File: config.mk
export PLATFORM = sky130hd
export DESIGN_NAME = instr_loader_flat
export DESIGN_NICKNAME = d
export VERILOG_FILES = /design/src/rtl/instr_loader_if.sv /design/src/rtl/instr_loader.sv /design/src/flat_wrapper.sv
export SDC_FILE = /design/constraint.sdc
export NUM_CORES = 1
export LEC_CHECK = 0
export ABC_AREA = 1
export BUFFER_PORTS_ARGS = -buffer_cell sky130_fd_sc_hd__buf_4
export CORE_ASPECT_RATIO = 1.1
export CORE_MARGIN = 2
export CORE_UTILIZATION = 45
export CTS_CLUSTER_SIZE = 20
export DETAILED_ROUTE_END_ITERATION = 16
export PLACE_DENSITY_LB_ADDON = 0.2
export SLEW_MARGIN = 20
export SYNTH_ARGS = -nofsm -noshare
export SYNTH_HDL_FRONTEND = slang
export SYNTH_SLANG_ARGS = --single-unit
File: constraint.sdc
create_clock -name clk -period 4.1 [get_ports clk]
set_clock_uncertainty 0.05 [all_clocks]
set_input_delay 0.615 -clock clk [delete_from_list [all_inputs] [get_ports clk]]
set_output_delay 0.615 -clock clk [all_outputs]
set_load 0.05 [all_outputs]
File: src/rtl/instr_loader_if.sv
// Byte-stream, instruction-memory write and status signals of the loader.
// The slave modport is the loader itself; the master side feeds bytes and
// observes the memory writes and status outputs.
interface instr_loader_if;
  logic        start;
  logic [7:0]  byte_in;
  logic        byte_valid;
  logic        byte_ready;
  logic        mem_we;
  logic [4:0]  mem_addr;
  logic [31:0] mem_wdata;
  logic        cpu_rst;
  logic        done;
  logic        err;

  modport master (
    output start, byte_in, byte_valid,
    input  byte_ready, mem_we, mem_addr, mem_wdata, cpu_rst, done, err
  );

  modport slave (
    input  start, byte_in, byte_valid,
    output byte_ready, mem_we, mem_addr, mem_wdata, cpu_rst, done, err
  );
endinterface

File: src/rtl/instr_loader.sv
// Instruction loader: receives a count byte, 4*N data bytes (MSB first per
// word) and an XOR checksum byte, writing each completed word to instruction
// memory while holding the core in reset.
module instr_loader #(
  parameter int MAX_WORDS = 32
) (
  input  logic          clk,
  input  logic          rst,
  instr_loader_if.slave bus
);

  typedef enum logic [2:0] {
    IDLE,
    COUNT,
    DATA,
    CHECK,
    DONE,
    ERROR
  } state_t;

  state_t      state_reg, state_next;
  logic [5:0]  cnt_reg, cnt_next;
  logic [4:0]  word_idx_reg, word_idx_next;
  logic [1:0]  byte_idx_reg, byte_idx_next;
  logic [7:0]  csum_reg, csum_next;
  logic [31:0] asm_reg, asm_next;
  logic        mem_we_reg, mem_we_next;
  logic [4:0]  mem_addr_reg, mem_addr_next;
  logic [31:0] mem_wdata_reg, mem_wdata_next;
  logic        accept;

  // Status and handshake outputs decode straight from the state register.
  always_comb begin
    bus.byte_ready = (state_reg == COUNT) || (state_reg == DATA) || (state_reg == CHECK);
    bus.cpu_rst    = (state_reg == COUNT) || (state_reg == DATA) ||
                     (state_reg == CHECK) || (state_reg == ERROR);
    bus.done       = (state_reg == DONE);
    bus.err        = (state_reg == ERROR);
    bus.mem_we     = mem_we_reg;
    bus.mem_addr   = mem_addr_reg;
    bus.mem_wdata  = mem_wdata_reg;
  end

  assign accept = bus.byte_valid && bus.byte_ready;

  // Next-state and datapath updates; everything holds unless a byte is taken.
  always_comb begin
    state_next     = state_reg;
    cnt_next       = cnt_reg;
    word_idx_next  = word_idx_reg;
    byte_idx_next  = byte_idx_reg;
    csum_next      = csum_reg;
    asm_next       = asm_reg;
    mem_we_next    = 1'b0;
    mem_addr_next  = mem_addr_reg;
    mem_wdata_next = mem_wdata_reg;

    case (state_reg)
      IDLE, DONE, ERROR: begin
        if (bus.start) begin
          state_next    = COUNT;
          csum_next     = 8'd0;
          word_idx_next = 5'd0;
          byte_idx_next = 2'd0;
        end
      end
      COUNT: begin
        if (accept) begin
          if (bus.byte_in == 8'd0 || int'(bus.byte_in) > MAX_WORDS) begin
            state_next = ERROR;
          end else begin
            cnt_next   = 6'(bus.byte_in);
            state_next = DATA;
          end
        end
      end
      DATA: begin
        if (accept) begin
          asm_next      = {asm_reg[23:0], bus.byte_in};
          csum_next     = csum_reg ^ bus.byte_in;
          byte_idx_next = byte_idx_reg + 2'd1;
          if (byte_idx_reg == 2'd3) begin
            mem_we_next    = 1'b1;
            mem_addr_next  = word_idx_reg;
            mem_wdata_next = {asm_reg[23:0], bus.byte_in};
            word_idx_next  = word_idx_reg + 5'd1;
            // The last byte of word N-1 moves straight on to the checksum.
            if ({1'b0, word_idx_reg} + 6'd1 == cnt_reg) begin
              state_next = CHECK;
            end
          end
        end
      end
      CHECK: begin
        if (accept) begin
          state_next = (bus.byte_in == csum_reg) ? DONE : ERROR;
        end
      end
      default: state_next = IDLE;
    endcase
  end

  // State and datapath registers; reset wins over start and byte acceptance.
  always_ff @(posedge clk) begin
    if (rst) begin
      state_reg     <= IDLE;
      cnt_reg       <= 6'd0;
      word_idx_reg  <= 5'd0;
      byte_idx_reg  <= 2'd0;
      csum_reg      <= 8'd0;
      asm_reg       <= 32'd0;
      mem_we_reg    <= 1'b0;
      mem_addr_reg  <= 5'd0;
      mem_wdata_reg <= 32'd0;
    end else begin
      state_reg     <= state_next;
      cnt_reg       <= cnt_next;
      word_idx_reg  <= word_idx_next;
      byte_idx_reg  <= byte_idx_next;
      csum_reg      <= csum_next;
      asm_reg       <= asm_next;
      mem_we_reg    <= mem_we_next;
      mem_addr_reg  <= mem_addr_next;
      mem_wdata_reg <= mem_wdata_next;
    end
  end

endmodule

File: src/flat_wrapper.sv
// flat-port wrapper written by rule: the top's interface ports become plain ports
module instr_loader_flat 
#(
  parameter int MAX_WORDS = 32
)
  (clk, rst, bus_start, bus_byte_in, bus_byte_valid, bus_byte_ready, bus_mem_we, bus_mem_addr, bus_mem_wdata, bus_cpu_rst, bus_done, bus_err);
  instr_loader_if bus_i ();
  input  logic clk;
  input  logic rst;
  input wire logic [$bits(bus_i.start)-1:0] bus_start;
  input wire logic [$bits(bus_i.byte_in)-1:0] bus_byte_in;
  input wire logic [$bits(bus_i.byte_valid)-1:0] bus_byte_valid;
  output wire logic [$bits(bus_i.byte_ready)-1:0] bus_byte_ready;
  output wire logic [$bits(bus_i.mem_we)-1:0] bus_mem_we;
  output wire logic [$bits(bus_i.mem_addr)-1:0] bus_mem_addr;
  output wire logic [$bits(bus_i.mem_wdata)-1:0] bus_mem_wdata;
  output wire logic [$bits(bus_i.cpu_rst)-1:0] bus_cpu_rst;
  output wire logic [$bits(bus_i.done)-1:0] bus_done;
  output wire logic [$bits(bus_i.err)-1:0] bus_err;
  assign bus_i.start = bus_start;
  assign bus_i.byte_in = bus_byte_in;
  assign bus_i.byte_valid = bus_byte_valid;
  assign bus_byte_ready = bus_i.byte_ready;
  assign bus_mem_we = bus_i.mem_we;
  assign bus_mem_addr = bus_i.mem_addr;
  assign bus_mem_wdata = bus_i.mem_wdata;
  assign bus_cpu_rst = bus_i.cpu_rst;
  assign bus_done = bus_i.done;
  assign bus_err = bus_i.err;
  instr_loader #(.MAX_WORDS(MAX_WORDS)) u_core (.clk(clk), .rst(rst), .bus(bus_i));
endmodule
==> flow_metrics.tcl, run 1 <==
set metrics [dict create \
    status "finished clean" \
    reg2reg_slack_ns 1.87 \
    numCtsBuffers 9 \
    power.leakage_uw 0.00192 \
    routedWlPerCell_um 12.4 \
    holdPathEnd "u_core.csum_reg[2]$_SDFFE_PP0P_" \
    ir_drop_mv 0.474 \
    power_density_mw_per_mm2 523 \
    seq_area_mm2 0.00172 \
    timing.setup.tns_ns 0 \
    die_h_um 96.9 \
    max_slew.worst_pin.slew_ns 1.01 \
    place_hpwl_um 5320 \
    cts-root-buf "clkbuf_8" \
    syn_area_per_cell_um2 7.53 \
    hold_path.class "reg -> reg" \
    drt-total-wl_um 7700 \
    grt_pass1_wl_um 13500 \
    rr_worst_depth 9 \
    vias 3099 \
    nFillCells 748 \
    netlist-cell-type-count 30 \
    crit_type "reg -> reg" \
    cpPeakStageDelay_ns 0.40 \
    path_clk_slew_ns 0.08 \
    cts_tree "built" \
    drc 0 \
    drive_gt1_share_pct 17.8 \
    cp_data_required_time_ns 4.31 \
    crit_path_cell_trace "inv_2 -> nor2_4 -> nand2_4 -> nor2_4 -> buf_4 -> inv_2 -> nor2_2 -> inv_1 -> o32ai_1" \
    fp.coreArea_mm2 0.00751 \
    syn_nets 483 \
    drt-met1-wl_um 3840 \
    r2r_end "u_core.word_idx_reg[4]$_SDFFE_PP0P_" \
    avgViaCountPerCell 4.97 \
    dp_cells 607 \
    cts-htree-levels 3 \
    rows 33 \
    fin_crit_sh_pct 54.5 \
    grt.total_usage_pct 19.6 \
    cp_data_arrival_time_ns 2.44 \
    syn_to_final_growth_pct 17.5 \
    maxCapViolations 0 \
    hold_start "u_core.csum_reg[2]$_SDFFE_PP0P_" \
    num_antenna_cells 0 \
    synth_area_mm2 0.00353 \
    worstHoldPathCells 2 \
    io_pins 54 \
    io_buffers 53 \
    rsz0062_at_grt "no" \
    setup_slack_ns 1.87 \
    crit_buf_inv 4 \
    min_period_ns 2.23 \
    gp_congestion 0.812 \
    critPathTopFamily "buffers and inverters" \
    start_util_pct 47.0 \
    grt_pass1_vias 2964 \
    wl_met2_um 3430 \
    relSlewSlack_pct 32.5 \
    dr.max_layer_used "met4" \
    startpoint_type "register" \
    ys_ff_latch 86 \
    dp_slack_ns 1.75 \
    overflow 0 \
    grt_max_degree 43 \
    clockBufferDepth 2 \
    timing.rr.start "u_core.state_reg[1]$_SDFFE_PP0P_" \
    clock-sinks 86 \
    antenna_found_initial 0 \
    cts_resized 0 \
    cp-end-kind "register" \
    netlist_instances 469 \
    firstDrtPassIters 4 \
    path_max_fanout 34 \
    slowest_stage "dfxtp_1" \
    fp.dieArea_mm2 0.00857 \
    finalHoldViolCount 0 \
    antenna_left 0 \
    drt_iter0_drc 127 \
    worstSkewPairLatency_ns 0.34 \
    post_cts_buffers 0 \
    dieWidth_um 88.4 \
    multi_input_area_mm2 0.00154 \
    max_freq_mhz 447 \
    finalSetupViolations 0 \
    route.met3.wl_um 316 \
    ys.warnings.count 0 \
    final_nets 527 \
    ctsHoldBuffers 0 \
    ys_seq_area_share_pct 48.8 \
    largest_reg_flops 32 \
    fin_cells 623 \
    slew_violations 0 \
]
[Yosys cell counts]
| cell | number | area share (%) |
|---|---|---|
| a211oi_1 | 1 | 0.21 |
| a21boi_0 | 1 | 0.21 |
| a21oi_1 | 44 | 6.2 |
| a21oi_2 | 1 | 0.25 |
| a22oi_1 | 1 | 0.21 |
| buf_2 | 8 | 1.1 |
| buf_4 | 4 | 0.85 |
| buf_6 | 1 | 0.32 |
| clkbuf_1 | 11 | 1.2 |
| dfxtp_1 | 86 | 49 |
| ha_1 | 2 | 0.71 |
| inv_1 | 33 | 3.5 |
| inv_2 | 5 | 0.53 |
| nand2_1 | 61 | 6.5 |
| nand2_4 | 2 | 0.64 |
| nand3_1 | 12 | 1.7 |
| nand3_2 | 1 | 0.28 |
| nand4_1 | 2 | 0.35 |
| nor2_1 | 98 | 10 |
| nor2_2 | 3 | 0.53 |
| nor2_4 | 3 | 0.96 |
| nor3_1 | 3 | 0.43 |
| nor3_2 | 2 | 0.57 |
| nor3_4 | 1 | 0.46 |
| o211a_1 | 3 | 0.85 |
| o21ai_0 | 72 | 10 |
| o21ai_2 | 1 | 0.25 |
| o32ai_1 | 2 | 0.50 |
| xnor2_1 | 3 | 0.74 |
| xor2_1 | 2 | 0.50 |
[cells by family (layout without fill, tap and decap cells)]
kind of cell             count (synthesis)  in the layout  synth area share, %
AND/OR/NAND/NOR                        188            188                 22.8
AO/OA/AOI/OAI                          126            126                 18.9
flip-flops                              86             86                 48.8
buffers and inverters                   62            111                 7.52
XOR/XNOR                                 5              5                 1.24
adder cells (fa/ha/maj)                  2              2                0.709
[worst register-to-register path: stages (launching register included)]
cell and delay [ns]:
dfxtp_1 0.40, inv_2 0.10, nor2_4 0.12, nand2_4 0.14, nor2_4 0.34, buf_4 0.37, inv_2 0.27, nor2_2 0.17
inv_1 0.07, o32ai_1 0.12
[per-layer routing]
layer | global-route usage (%) | up-vias
met3 | 3.67 | 9
met5 | 0 | -
li1 | - | 1617
met2 | 29.3 | 68
met1 | 28.1 | 1405
met4 | 6.76 | 0
[worst max-delay path by stage]
stage | cells past startpoint | slack [ns] | startpoint | to
floorplan | 2 | 1.89 | u_core.state_reg[2]$_SDFFE_PP0P_ | bus_done
global placement | 8 | 1.82 | bus_byte_valid | u_core.word_idx_reg[3]$_SDFFE_PP0P_
detailed placement | 8 | 1.75 | bus_byte_valid | u_core.word_idx_reg[4]$_SDFFE_PP0P_
CTS | 9 | 1.84 | u_core.state_reg[1]$_SDFFE_PP0P_ | u_core.word_idx_reg[4]$_SDFFE_PP0P_
global route | 9 | 1.58 | u_core.state_reg[1]$_SDFFE_PP0P_ | u_core.word_idx_reg[4]$_SDFFE_PP0P_
finish | 9 | 1.87 | u_core.state_reg[1]$_SDFFE_PP0P_ | u_core.word_idx_reg[4]$_SDFFE_PP0P_
[power by group]
part | switching [µW] | internal [µW]
clock | 308 | 239
sequential | 73.3 | 937
combinational | 414 | 199
[area by class of cell]
cell class              instances  share of cell area, %
clock inverters                 6                   1.09
repair buffers                 57                   10.3
flip-flops and latches         86                   41.5
well taps                     105                   3.17
clock buffers                  10                   3.32
multi-input cells             321                   37.2
inverters                      38                   3.44
[metrics by stage]
step | util, % | hold WS [ns] | instance area, µm² | power [µW]
final | 55.2 | 0.417 | 4150 | 2170
after global routing | 55.2 | 0.443 | 4150 | 2310
after CTS | 55.2 | 0.418 | 4150 | 2180
after detailed placement | 52.8 | 0.407 | 3970 | 1640
after global placement | 52.8 | 0.399 | 3970 | 1630
after floorplan | - | 0.391 | 3530 | 1520
[cell usage in the layout (no fill, tap or decap), types with 3 or more instances in the layout]
cell / n
nor2_1: 98
dfxtp_1: 86
o21ai_0: 72
nand2_1: 61
buf_4: 57
a21oi_1: 44
inv_1: 33
nand3_1: 12
clkbuf_8: 10
inv_2: 5
nor3_1: 3
nor2_4: 3
nor2_2: 3
xnor2_1: 3
o211a_1: 3
clkinvlp_4: 3
Note: power is estimated with default switching activity, not from simulation.
==> inputs of run 2 (changes only) <==
--- a/config.mk
+++ b/config.mk
@@ -5,7 +5,7 @@
 export SDC_FILE = /design/constraint.sdc
 export NUM_CORES = 1
 export LEC_CHECK = 0
-export ABC_AREA = 1
+export ABC_AREA = 0
 export BUFFER_PORTS_ARGS = -buffer_cell sky130_fd_sc_hd__buf_4
 export CORE_ASPECT_RATIO = 1.1
 export CORE_MARGIN = 2
==> constraint.sdc (replaced) <==
create_clock -name clk -period 2 [get_ports clk]
set_clock_uncertainty 0.05 [all_clocks]
set_input_delay 0.3 -clock clk [delete_from_list [all_inputs] [get_ports clk]]
set_output_delay 0.3 -clock clk [all_outputs]
set_load 0.05 [all_outputs]
==> run 2 against run 1 <==
Net effect:
- cell count fell by 3.2%
- global-route usage is 0.36 points higher
- first-iteration DRC count is 0.79% lower
- setup slack worse by 1.7 ns
- design area rose by 2.7%
- fmax up 21%
- wire length is 3.6% higher
- critical endpoint is now u_core.state_reg[0]$_SDFFE_PP0P_
- sequential share of layout area down 1.0 points
- via count down 0.87%
- synthesized cell count is 5.3% lower
- critical path depth shrank 3
==> flow_metrics.tcl, run 2 <==
set metrics [dict create \
    io_pins 54 \
    drt_iter0_drc 126 \
    nFillCells 761 \
    status "finished clean" \
    ys_top_cells_by_count "nand2_1 (129), dfxtp_1 (86), a21oi_1 (76)" \
    antenna_left 0 \
    clockBufferDepth 2 \
    ys_seq_area_share_pct 48.8 \
    route.met3.wl_um 260 \
    finalSetupViolations 0 \
    path_clk_slew_ns 0.09 \
    finalHoldViolCount 0 \
    netlist-cell-type-count 47 \
    fin_util_pct 56.7 \
    crit_path_cell_trace "ha_1 -> a21o_1 -> nand2_1 -> nand2_1 -> or4b_2 -> a22oi_1" \
    path_max_fanout 7 \
    ys_ff_latch 86 \
    synth_top_area_cell "dfxtp_1" \
    min_period_ns 1.85 \
    synth-main-ff-cell "dfxtp_1" \
    grt_max_degree 49 \
    overflow 0 \
    cp_data_arrival_time_ns 2.09 \
    largest_reg_flops 32 \
    async_flop_share_pct 0 \
    ctsHoldBuffers 0 \
    drc 0 \
    drt-total-wl_um 7980 \
    drive_gt1_share_pct 19.7 \
    cp-end-kind "register" \
    fp.coreArea_mm2 0.00751 \
    power.leakage_uw 0.00164 \
    yosys.area.top_type_share_pct 48.8 \
    cp_common_cell "nand2_1" \
    max_slew.worst_pin.slew_ns 0.492 \
    grt_pass1_vias 2854 \
    cp_data_required_time_ns 2.24 \
    clock-sinks 86 \
    cts-htree-levels 3 \
    slowest_stage "or4b_2" \
    avgViaCountPerCell 5.09 \
    vias 3072 \
    final_nets 507 \
    grt.total_usage_pct 19.9 \
    crit_type "reg -> reg" \
    place_hpwl_um 5520 \
    cts-root-buf "clkbuf_8" \
    syn_to_final_growth_pct 20.7 \
    rows 33 \
    dieWidth_um 88.5 \
    layout_common_cells "nand2_1 (129), dfxtp_1 (84), a21oi_1 (76)" \
    power_density_mw_per_mm2 750 \
    gp_congestion 0.863 \
    timing.setup.tns_ns 0 \
    num_antenna_cells 0 \
    syn_area_per_cell_um2 7.95 \
    die_h_um 96.9 \
    synth_enable_flop_cells 0 \
    routedWlPerCell_um 13.2 \
    rsz0062_at_grt "no" \
    yosys.cell_count.top_type "nand2_1" \
    cpPeakStageDelay_ns 0.63 \
    ys.warnings.count 0 \
    firstDrtPassIters 4 \
    synth_area_mm2 0.00353 \
    hold_path.class "in -> reg" \
    slew_violations 0 \
    start_util_pct 47.0 \
    relSlewSlack_pct 67.2 \
    grt_pass1_wl_um 13500 \
    netlist_instances 444 \
    max_freq_mhz 541 \
    synth_area_leaders "dfxtp_1 (49%), nand2_1 (14%), a21oi_1 (11%)" \
    fp.dieArea_mm2 0.00857 \
    numCtsBuffers 9 \
    layout_commonest_cell "nand2_1" \
    maxCapViolations 0 \
    cts_tree "built" \
    dr.max_layer_used "met4" \
    syn_nets 458 \
    drt-met1-wl_um 3640 \
    ir_drop_mv 0.386 \
    wl_met2_um 3950 \
    worstSkewPairLatency_ns 0.36 \
    io_buffers 53 \
    fin_crit_sh_pct 92.5 \
    startpoint_type "register" \
    antenna_found_initial 0 \
]
[run 2: cell families after synthesis]
group	after synthesis	share of synthesized area (%)
AOI/OAI and AO/OA	106	16.7
muxes	8	2.30
xor gates and xnor gates	11	2.73
DFF	86	48.8
buffers and inverters	34	4.15
adders and majority gates	2	0.709
and+or+nand+nor	197	24.7
[run 2: power by group]
part / switching (µW) / internal (µW) / total, µW / leakage [µW]
registers: 9.26 / 1720 / 1730 / 0.000694
logic: 136 / 76.0 / 212 / 0.000842
clock network: 664 / 593 / 1260 / 0.000105
total: 810 / 2390 / 3200 / 0.00164
[run 2: worst max-delay path: cells and delay by family, from the launching register on]
kind / cells / cell delay, ns
simple gates: 3 / 0.76
compound gates: 2 / 0.34
flops: 1 / 0.33
fa+ha+maj: 1 / 0.29
[run 2: layer usage]
metal / vias to the layer above / global-route usage [%]
met5: - / 0
met4: 0 / 7.93
met3: 14 / 3.92
met2: 44 / 31.2
met1: 1430 / 26.7
li1: 1584 / -
[run 2: path summary, 6_finish.rpt]
path	startpoint	end	slack, ns	cells after the start
worst min-delay path	bus_byte_in[7]	u_core.bus.mem_wdata[7]$_SDFFE_PP0P_	0.17	3
worst min register to register	u_core.asm_reg[18]$_SDFFE_PP0P_	u_core.bus.mem_wdata[26]$_SDFFE_PP0P_	0.40	2
worst max register to register	u_core.byte_idx_reg[0]$_SDFFE_PP0P_	u_core.state_reg[0]$_SDFFE_PP0P_	0.15	6
worst max-delay path	u_core.byte_idx_reg[0]$_SDFFE_PP0P_	u_core.state_reg[0]$_SDFFE_PP0P_	0.15	6
[run 2: layout make-up]
type                            instances  area (µm²)  share of cell area, %
Clock buffer                            9         124                   2.91
Timing Repair Buffer                   69         518                   12.2
Tap cell                              105         131                   3.08
Sequential cell                        86        1720                   40.5
Clock inverter                          7        78.8                   1.85
Multi-Input combinational cell        324        1670                   39.3
Inverter                                3        11.3                  0.264
[run 2: stage by stage]
| step | worst slack [ns] | power, µW | cells | instance area (µm²) | hold WS (ns) |
|---|---|---|---|---|---|
| floorplan | 0.245 | 1900 | 444 | 3530 | 0.382 |
| global placement | 0.0869 | 1970 | 587 | 4050 | 0.391 |
| detailed placement | 0.0434 | 1970 | 587 | 4050 | 0.397 |
| CTS | 0.124 | 3220 | 603 | 4250 | 0.162 |
| global route | 0.0411 | 3310 | 603 | 4260 | 0.185 |
| finish | 0.150 | 3200 | 603 | 4260 | 0.170 |
[run 2: what timing repair did]
| action | CTS | global route |
|---|---|---|
| endpoints found under the setup margin | 0 | 12 |
| buffers inserted | 0 | 0 |
| hold endpoints to repair | 0 | 0 |
| resized for setup | 0 | 4 |
